**src/rtl/vend_txn_ctrl.sv**
```systemverilog
// vend_txn_ctrl: clocked vending transaction controller.
// One purchase at a time: lane/qty selection with stock check, coin
// accumulation, cancel/timeout refund, change, per-lane stock decrement and
// cumulative takings. Owns the stock registers (restock through a write port).
// Ports:
//   clk, rst_n                 clock, asynchronous active-low reset
//   tick_1s                    one-cycle strobe per second (PAY timeout)
//   sel_lane, sel_qty, confirm purchase request (lanes 1..NUM_LANES)
//   cancel                     abort purchase in PAY
//   coin_valid, coin_code      coin strobe, 001=1, 010=2, 100=5
//   restock_we/lane/qty        stock top-up, honoured in IDLE only
//   stock_flat                 all lane stock counts, lane 1 in LSB field
//   due, paid, change, gain    transaction amounts and cumulative takings
//   busy                       high in PAY, VEND, REFUND
//   vend_done, refund_done     one-cycle completion pulses
//   sel_err                    one-cycle pulse on rejected confirm
module vend_txn_ctrl #(
   parameter int NUM_LANES = 7,
   parameter int LANE_W = 3,
   parameter int STOCK_W = 3,
   parameter int QTY_W = 3,
   parameter int PRICE_W = 4,
   parameter logic [NUM_LANES*PRICE_W-1:0] PRICES =
      {4'd7, 4'd5, 4'd5, 4'd4, 4'd3, 4'd3, 4'd2},
   parameter int INIT_STOCK = 5,
   parameter int SUM_W = 7,
   parameter int GAIN_W = 10,
   parameter int TIMEOUT_S = 30
) (
   input  logic                         clk,
   input  logic                         rst_n,
   input  logic                         tick_1s,
   input  logic [LANE_W-1:0]            sel_lane,
   input  logic [QTY_W-1:0]             sel_qty,
   input  logic                         confirm,
   input  logic                         cancel,
   input  logic                         coin_valid,
   input  logic [2:0]                   coin_code,
   input  logic                         restock_we,
   input  logic [LANE_W-1:0]            restock_lane,
   input  logic [STOCK_W-1:0]           restock_qty,
   output logic [NUM_LANES*STOCK_W-1:0] stock_flat,
   output logic [SUM_W-1:0]             due,
   output logic [SUM_W-1:0]             paid,
   output logic [SUM_W-1:0]             change,
   output logic [GAIN_W-1:0]            gain,
   output logic                         busy,
   output logic                         vend_done,
   output logic                         refund_done,
   output logic                         sel_err
);

   localparam int DUE_W = PRICE_W + QTY_W;
   localparam int TMR_W = $clog2(TIMEOUT_S + 1);

   generate
      if (SUM_W < DUE_W) begin : g_sum_w_check
         $error("vend_txn_ctrl: SUM_W must be >= PRICE_W+QTY_W");
      end
      if ((2 ** LANE_W) <= NUM_LANES) begin : g_lane_w_check
         $error("vend_txn_ctrl: LANE_W too narrow for NUM_LANES");
      end
   endgenerate

   typedef enum logic [1:0] {S_IDLE, S_PAY, S_VEND, S_REFUND} state_t;

   state_t               state_q, state_d;
   logic [LANE_W-1:0]    lane_q;
   logic [QTY_W-1:0]     qty_q;
   logic [SUM_W-1:0]     due_q, paid_q, change_q;
   logic [GAIN_W-1:0]    gain_q;
   logic [TMR_W-1:0]     timer_q;
   logic [STOCK_W-1:0]   stock_q [NUM_LANES];
   logic                 busy_q, vend_q, refund_q, selerr_q;

   logic                 lane_ok, accept, coin_ok, timeout;
   logic [STOCK_W-1:0]   sel_stock;
   logic [PRICE_W-1:0]   sel_price;
   logic [DUE_W-1:0]     due_calc;
   logic [2:0]           coin_amt;
   logic [SUM_W-1:0]     paid_next;

   function automatic logic [SUM_W-1:0] sat_add_sum(input logic [SUM_W-1:0] a,
                                                    input logic [2:0] b);
      logic [SUM_W:0] s;
      s = {1'b0, a} + (SUM_W+1)'(b);
      return s[SUM_W] ? '1 : s[SUM_W-1:0];
   endfunction

   function automatic logic [STOCK_W-1:0] sat_add_stock(input logic [STOCK_W-1:0] a,
                                                        input logic [STOCK_W-1:0] b);
      logic [STOCK_W:0] s;
      s = {1'b0, a} + {1'b0, b};
      return s[STOCK_W] ? '1 : s[STOCK_W-1:0];
   endfunction

   function automatic logic [GAIN_W-1:0] sat_add_gain(input logic [GAIN_W-1:0] a,
                                                      input logic [SUM_W-1:0] b);
      logic [GAIN_W:0] s;
      s = {1'b0, a} + (GAIN_W+1)'(b);
      return s[GAIN_W] ? '1 : s[GAIN_W-1:0];
   endfunction

   // Lane decode: lane 0 and lanes above NUM_LANES match nothing.
   always_comb begin
      lane_ok   = 1'b0;
      sel_stock = '0;
      sel_price = '0;
      for (int i = 1; i <= NUM_LANES; i++) begin
         if (sel_lane == LANE_W'(i)) begin
            lane_ok   = 1'b1;
            sel_stock = stock_q[i-1];
            sel_price = PRICES[i*PRICE_W-1 -: PRICE_W];
         end
      end
      due_calc = DUE_W'(sel_price) * DUE_W'(sel_qty);
      // Stock check uses the registered (pre-restock) count.
      accept = (state_q == S_IDLE) && confirm && lane_ok && (sel_qty != '0) &&
               (32'(sel_qty) <= 32'(sel_stock));
   end

   always_comb begin
      case (coin_code)
         3'b001:  coin_amt = 3'd1;
         3'b010:  coin_amt = 3'd2;
         3'b100:  coin_amt = 3'd5;
         default: coin_amt = 3'd0;
      endcase
      coin_ok   = coin_valid && (coin_amt != 3'd0);
      paid_next = coin_ok ? sat_add_sum(paid_q, coin_amt) : paid_q;
      // A valid coin is activity, so it never coincides with a timeout.
      timeout   = !coin_ok && tick_1s && (timer_q == TMR_W'(TIMEOUT_S - 1));
   end

   always_comb begin
      state_d = state_q;
      case (state_q)
         S_IDLE:   if (accept) state_d = S_PAY;
         S_PAY: begin
            // Payment completion wins over cancel and timeout.
            if (paid_next >= due_q)  state_d = S_VEND;
            else if (cancel)         state_d = S_REFUND;
            else if (timeout)        state_d = S_REFUND;
         end
         S_VEND:   state_d = S_IDLE;
         S_REFUND: state_d = S_IDLE;
         default:  state_d = S_IDLE;
      endcase
   end

   always_ff @(posedge clk or negedge rst_n) begin
      if (!rst_n) begin
         state_q  <= S_IDLE;
         lane_q   <= '0;
         qty_q    <= '0;
         due_q    <= '0;
         paid_q   <= '0;
         change_q <= '0;
         gain_q   <= '0;
         timer_q  <= '0;
         busy_q   <= 1'b0;
         vend_q   <= 1'b0;
         refund_q <= 1'b0;
         selerr_q <= 1'b0;
         for (int i = 0; i < NUM_LANES; i++) stock_q[i] <= STOCK_W'(INIT_STOCK);
      end else begin
         state_q  <= state_d;
         busy_q   <= (state_d != S_IDLE);
         vend_q   <= 1'b0;
         refund_q <= 1'b0;
         selerr_q <= 1'b0;
         case (state_q)
            S_IDLE: begin
               if (accept) begin
                  lane_q   <= sel_lane;
                  qty_q    <= sel_qty;
                  due_q    <= SUM_W'(due_calc);
                  paid_q   <= '0;
                  change_q <= '0;
                  timer_q  <= '0;
               end else if (confirm) begin
                  selerr_q <= 1'b1;
               end
               for (int i = 0; i < NUM_LANES; i++) begin
                  if (restock_we && (restock_lane == LANE_W'(i + 1)))
                     stock_q[i] <= sat_add_stock(stock_q[i], restock_qty);
               end
            end
            S_PAY: begin
               paid_q <= paid_next;
               if (coin_ok)      timer_q <= '0;
               else if (tick_1s) timer_q <= timer_q + TMR_W'(1);
            end
            S_VEND: begin
               for (int i = 0; i < NUM_LANES; i++) begin
                  if (lane_q == LANE_W'(i + 1))
                     stock_q[i] <= stock_q[i] - STOCK_W'(qty_q);
               end
               gain_q   <= sat_add_gain(gain_q, due_q);
               change_q <= paid_q - due_q;
               vend_q   <= 1'b1;
            end
            S_REFUND: begin
               change_q <= paid_q;
               refund_q <= 1'b1;
            end
            default: ;
         endcase
      end
   end

   always_comb begin
      stock_flat = '0;
      for (int i = 0; i < NUM_LANES; i++) stock_flat[i*STOCK_W +: STOCK_W] = stock_q[i];
   end

   assign due         = due_q;
   assign paid        = paid_q;
   assign change      = change_q;
   assign gain        = gain_q;
   assign busy        = busy_q;
   assign vend_done   = vend_q;
   assign refund_done = refund_q;
   assign sel_err     = selerr_q;

endmodule

```
**config.mk**
```make
export PLATFORM = sky130hd
export DESIGN_NAME = vend_txn_ctrl
export DESIGN_NICKNAME = d
export VERILOG_FILES = /design/src/rtl/vend_txn_ctrl.sv
export SDC_FILE = /design/constraint.sdc
export NUM_CORES = 1
export LEC_CHECK = 0
export BUFFER_PORTS_ARGS = -buffer_cell sky130_fd_sc_hd__buf_4
export CORE_ASPECT_RATIO = 0.9
export CORE_UTILIZATION = 63
export CTS_BUF_LIST = sky130_fd_sc_hd__clkbuf_16
export DETAILED_ROUTE_END_ITERATION = 7
export PLACE_DENSITY = 0.88
export SYNTH_ARGS = -nofsm -noshare
export SYNTH_HDL_FRONTEND = slang
export SYNTH_SLANG_ARGS = --single-unit
```
**constraint.sdc**
```tcl
create_clock -name clk -period 4 [get_ports clk]
set_input_delay 0.4 -clock clk [delete_from_list [all_inputs] [get_ports clk]]
set_output_delay 0.4 -clock clk [all_outputs]
set_load 0.1 [all_outputs]
```
==> out/qor.yml <==
outcome: "finished, final reports clean"
place_hpwl_um: 10200
ctsHtreeMaxLevel: 3
synthesis.yosys.warnings: 0
synth_most_common_cell: "nand2_1"
grt_setup_unrepaired: "false"
synth_top_cells_by_area: "dfrtp_1 (24%), ha_1 (13%), fa_1 (6.8%)"
route.detailed.wl_per_inst_um: 17.5
ys.flop_type: "dfrtp_1"
multi_input_comb_area_mm2: 0.00353
finalHoldViolations: 0
totalNegativeSetupSlack_ns: 0
vias_in_the_first_global_route: 4997
cp_data_required_time_ns: 4.25
final_standard_cell_area_without_fillers_mm2: 0.00646
critical_path.reg2reg.startpoint: "stock_flat[0]$_DFFE_PN1P_"
gp_congestion: 0.849
yosys.area.top_type: "dfrtp_1"
tightest_slew_ns: 0.857
clock_tree.buffer_depth: 2
finalWorstPathRequiredPeriod_ns: 3.08
area_growth_syn_to_layout_pct: 16.0
yosys_register_bits: 68
final_cell_count_no_fill: 804
tritoncts.num_buffers: 9
antenna-diode-count: 0
placement.io_buffers: 76
place_area_mm2: 0.00620
wire_length_of_the_first_global_routing_pass_um: 23400
synth_enable_flop_cells: 0
hold_path.class: "input port to async pin"
global_route.usage.total_pct: 32.8
hold_ws_ns: 0.182
antenna_found_initial: 0
core_area_mm2: 0.00857
finish.net_count: 780
final-max-slew-violation-count: 0
first_pass_iters: 5
antenna_violating_nets_remaining: 0
layout-drive-gt1-share_pct: 19.1
cts-hold-fix-buffers: 0
die_area_mm2: 0.00922
vias_per_cell: 6.09
floorplan.rows: 32
syn-cell-area_mm2: 0.00557
yosysTopAreaCellShare_pct: 24.3
worstSetupPathType: "flop to flop"
max_cap_viol_count: 0
setup.reg_to_reg.worst_slack_ns: 0.92
pin_count_of_the_biggest_net_entering_global_routing: 69
timing.critical_path.from_type: "flop"
critPathCaptureType: "flop"
critical_path.endpoint: "paid[4]$_DFFE_PN0P_"
clk_sinks: 68
initial_utilization_pct: 65.0
clock_insertion_delay_worst_skew_ns: 0.34
post_cts.repair.setup_buffers: 0
clock_pin_slew_on_the_worst_setup_and_hold_paths_ns: 0.06
worstPathArrival_ns: 3.33
boundaryPins: 78
async_flop_share_pct: 100
layout_worst_path_cycle_share_pct: 77.0
achievable-frequency_mhz: 324
crit-reg2reg-capture: "paid[4]$_DFFE_PN0P_"
tritoncts_clock_tree: "done"
critPathMaxFanout: 18
wire_length_after_detailed_routing_um: 14100
die_width_um: 101
critPathLaunch: "stock_flat[0]$_DFFE_PN1P_"
yosysSeqAreaShare_pct: 30.9
drtIter0Drc: 289
cts_root_buf: "clkbuf_16"
dpl.cell_count: 788
synthDistinctLibCells: 62
count_of_unresolved_drc_violations_after_routing: 0
skew_ns: 0.00868
final.fill_count: 615
dr_total_vias: 4896
die_y_um: 91.2
synthTopCellsByCount: "nand2_1 (69), ha_1 (59), dfrtp_1 (54)"
setup_viol_count_final: 0
post_cts_resized: 0
max_slew_margin_pct: 42.9
seq_area_mm2: 0.00172
synthesis.nets: 714
globalRoute.totalOverflow: 0
reg2regPathDepth: 11
postSynthAreaPerCell_um2: 9.07
synthesis.instances: 614
[worst min-delay path by stage]
stage / startpoint / end / cells past startpoint
floorplan: rst_n / busy$_DFF_PN0_ / 0
global placement: change[6]$_DFFE_PN0P_ / change[6]$_DFFE_PN0P_ / 1
detailed placement: change[6]$_DFFE_PN0P_ / change[6]$_DFFE_PN0P_ / 1
CTS: rst_n / stock_flat[13]$_DFFE_PN0P_ / 1
global route: rst_n / stock_flat[7]$_DFFE_PN0P_ / 1
finish: rst_n / stock_flat[7]$_DFFE_PN0P_ / 1
[sequential cells by signal (all words and copies together) (netlist names), 2 cells and up]
signal and flops:
change 7, stock_flat 21, gain 10, lane_q 3, due 6, timer_q 5, state_q 2, qty_q 3
paid 7
[worst max-delay path: stages, from the launching register on]
cell and delay (ns):
dfstp_2 0.58, mux2_2 0.16, a22oi_1 0.08, a221o_1 0.33, a21oi_1 0.14, ha_1 0.26, nand3_1 0.09, o21ai_0 0.11
o211ai_2 0.58, buf_4 0.35, o21ai_0 0.13, a31oi_1 0.18
[final cells by class]
cell class	instances	area share (%)
Multi-Input combinational cell	467	54.6
Sequential cell	68	26.6
Timing Repair Buffer	80	9.30
Clock buffer	9	3.49
Inverter	54	3.14
Tap cell	119	2.31
Clock inverter	7	0.542
[routing by layer]
layer	wire length, um	part of all wire (%)	GRT usage (%)	up-vias
met5	0	0	0	-
met4	320	2.3	12.3	0
met3	1020	7.3	6.08	37
met2	6900	49	53.6	197
met1	5860	42	43.0	2358
li1	-	-	-	2304
[kinds of logic (layout without fill, tap and decap cells)]
group | after synthesis | count (layout) | synth area share (%)
AO/OA/AOI/OAI | 168 | 168 | 19.5
XOR/XNOR | 22 | 22 | 3.46
adder cells (fa/ha/maj) | 79 | 79 | 20.3
buffers and inverters | 79 | 150 | 5.78
flip-flops | 68 | 68 | 30.9
multiplexers | 26 | 26 | 5.30
other | 1 | 1 | 0.0674
AND/OR/NAND/NOR | 171 | 171 | 14.7
[cells in the final DEF, fill, tap and decap left out, types with 3 or more instances in the layout]
master and instances:
nor2b_1 6, nor4_1 3, xor2_1 5, o32ai_1 3
nand3_1 15, mux2_2 18, nor3b_1 4, a21o_1 15
fa_1 19, and2_1 6, ha_1 59, a211oi_1 8
clkbuf_16 9, inv_1 54, dfstp_2 14, o21a_1 5
nand2_1 69, a31oi_1 6, a22oi_1 5, o211ai_1 10
o22ai_1 11, mux2i_1 7, xnor2_1 17, nand3b_1 5
a211o_1 3, buf_4 80, a221o_1 3, o22a_1 4
nand2b_1 14, dfrtp_1 54, a21oi_1 44, clkinv_1 3
o21ai_0 36, nor3_1 7, nor2_1 31
[metrics by stage]
stage,worst slack (ns),util [%]
after floorplan,0.715,-
after global placement,0.866,72.3
after detailed placement,0.716,72.3
after CTS,0.951,75.4
after global routing,0.675,75.4
final,0.918,75.4
Power is not shown: default switching activity piles up to over one toggle a cycle in this logic, so the estimate is an artifact.
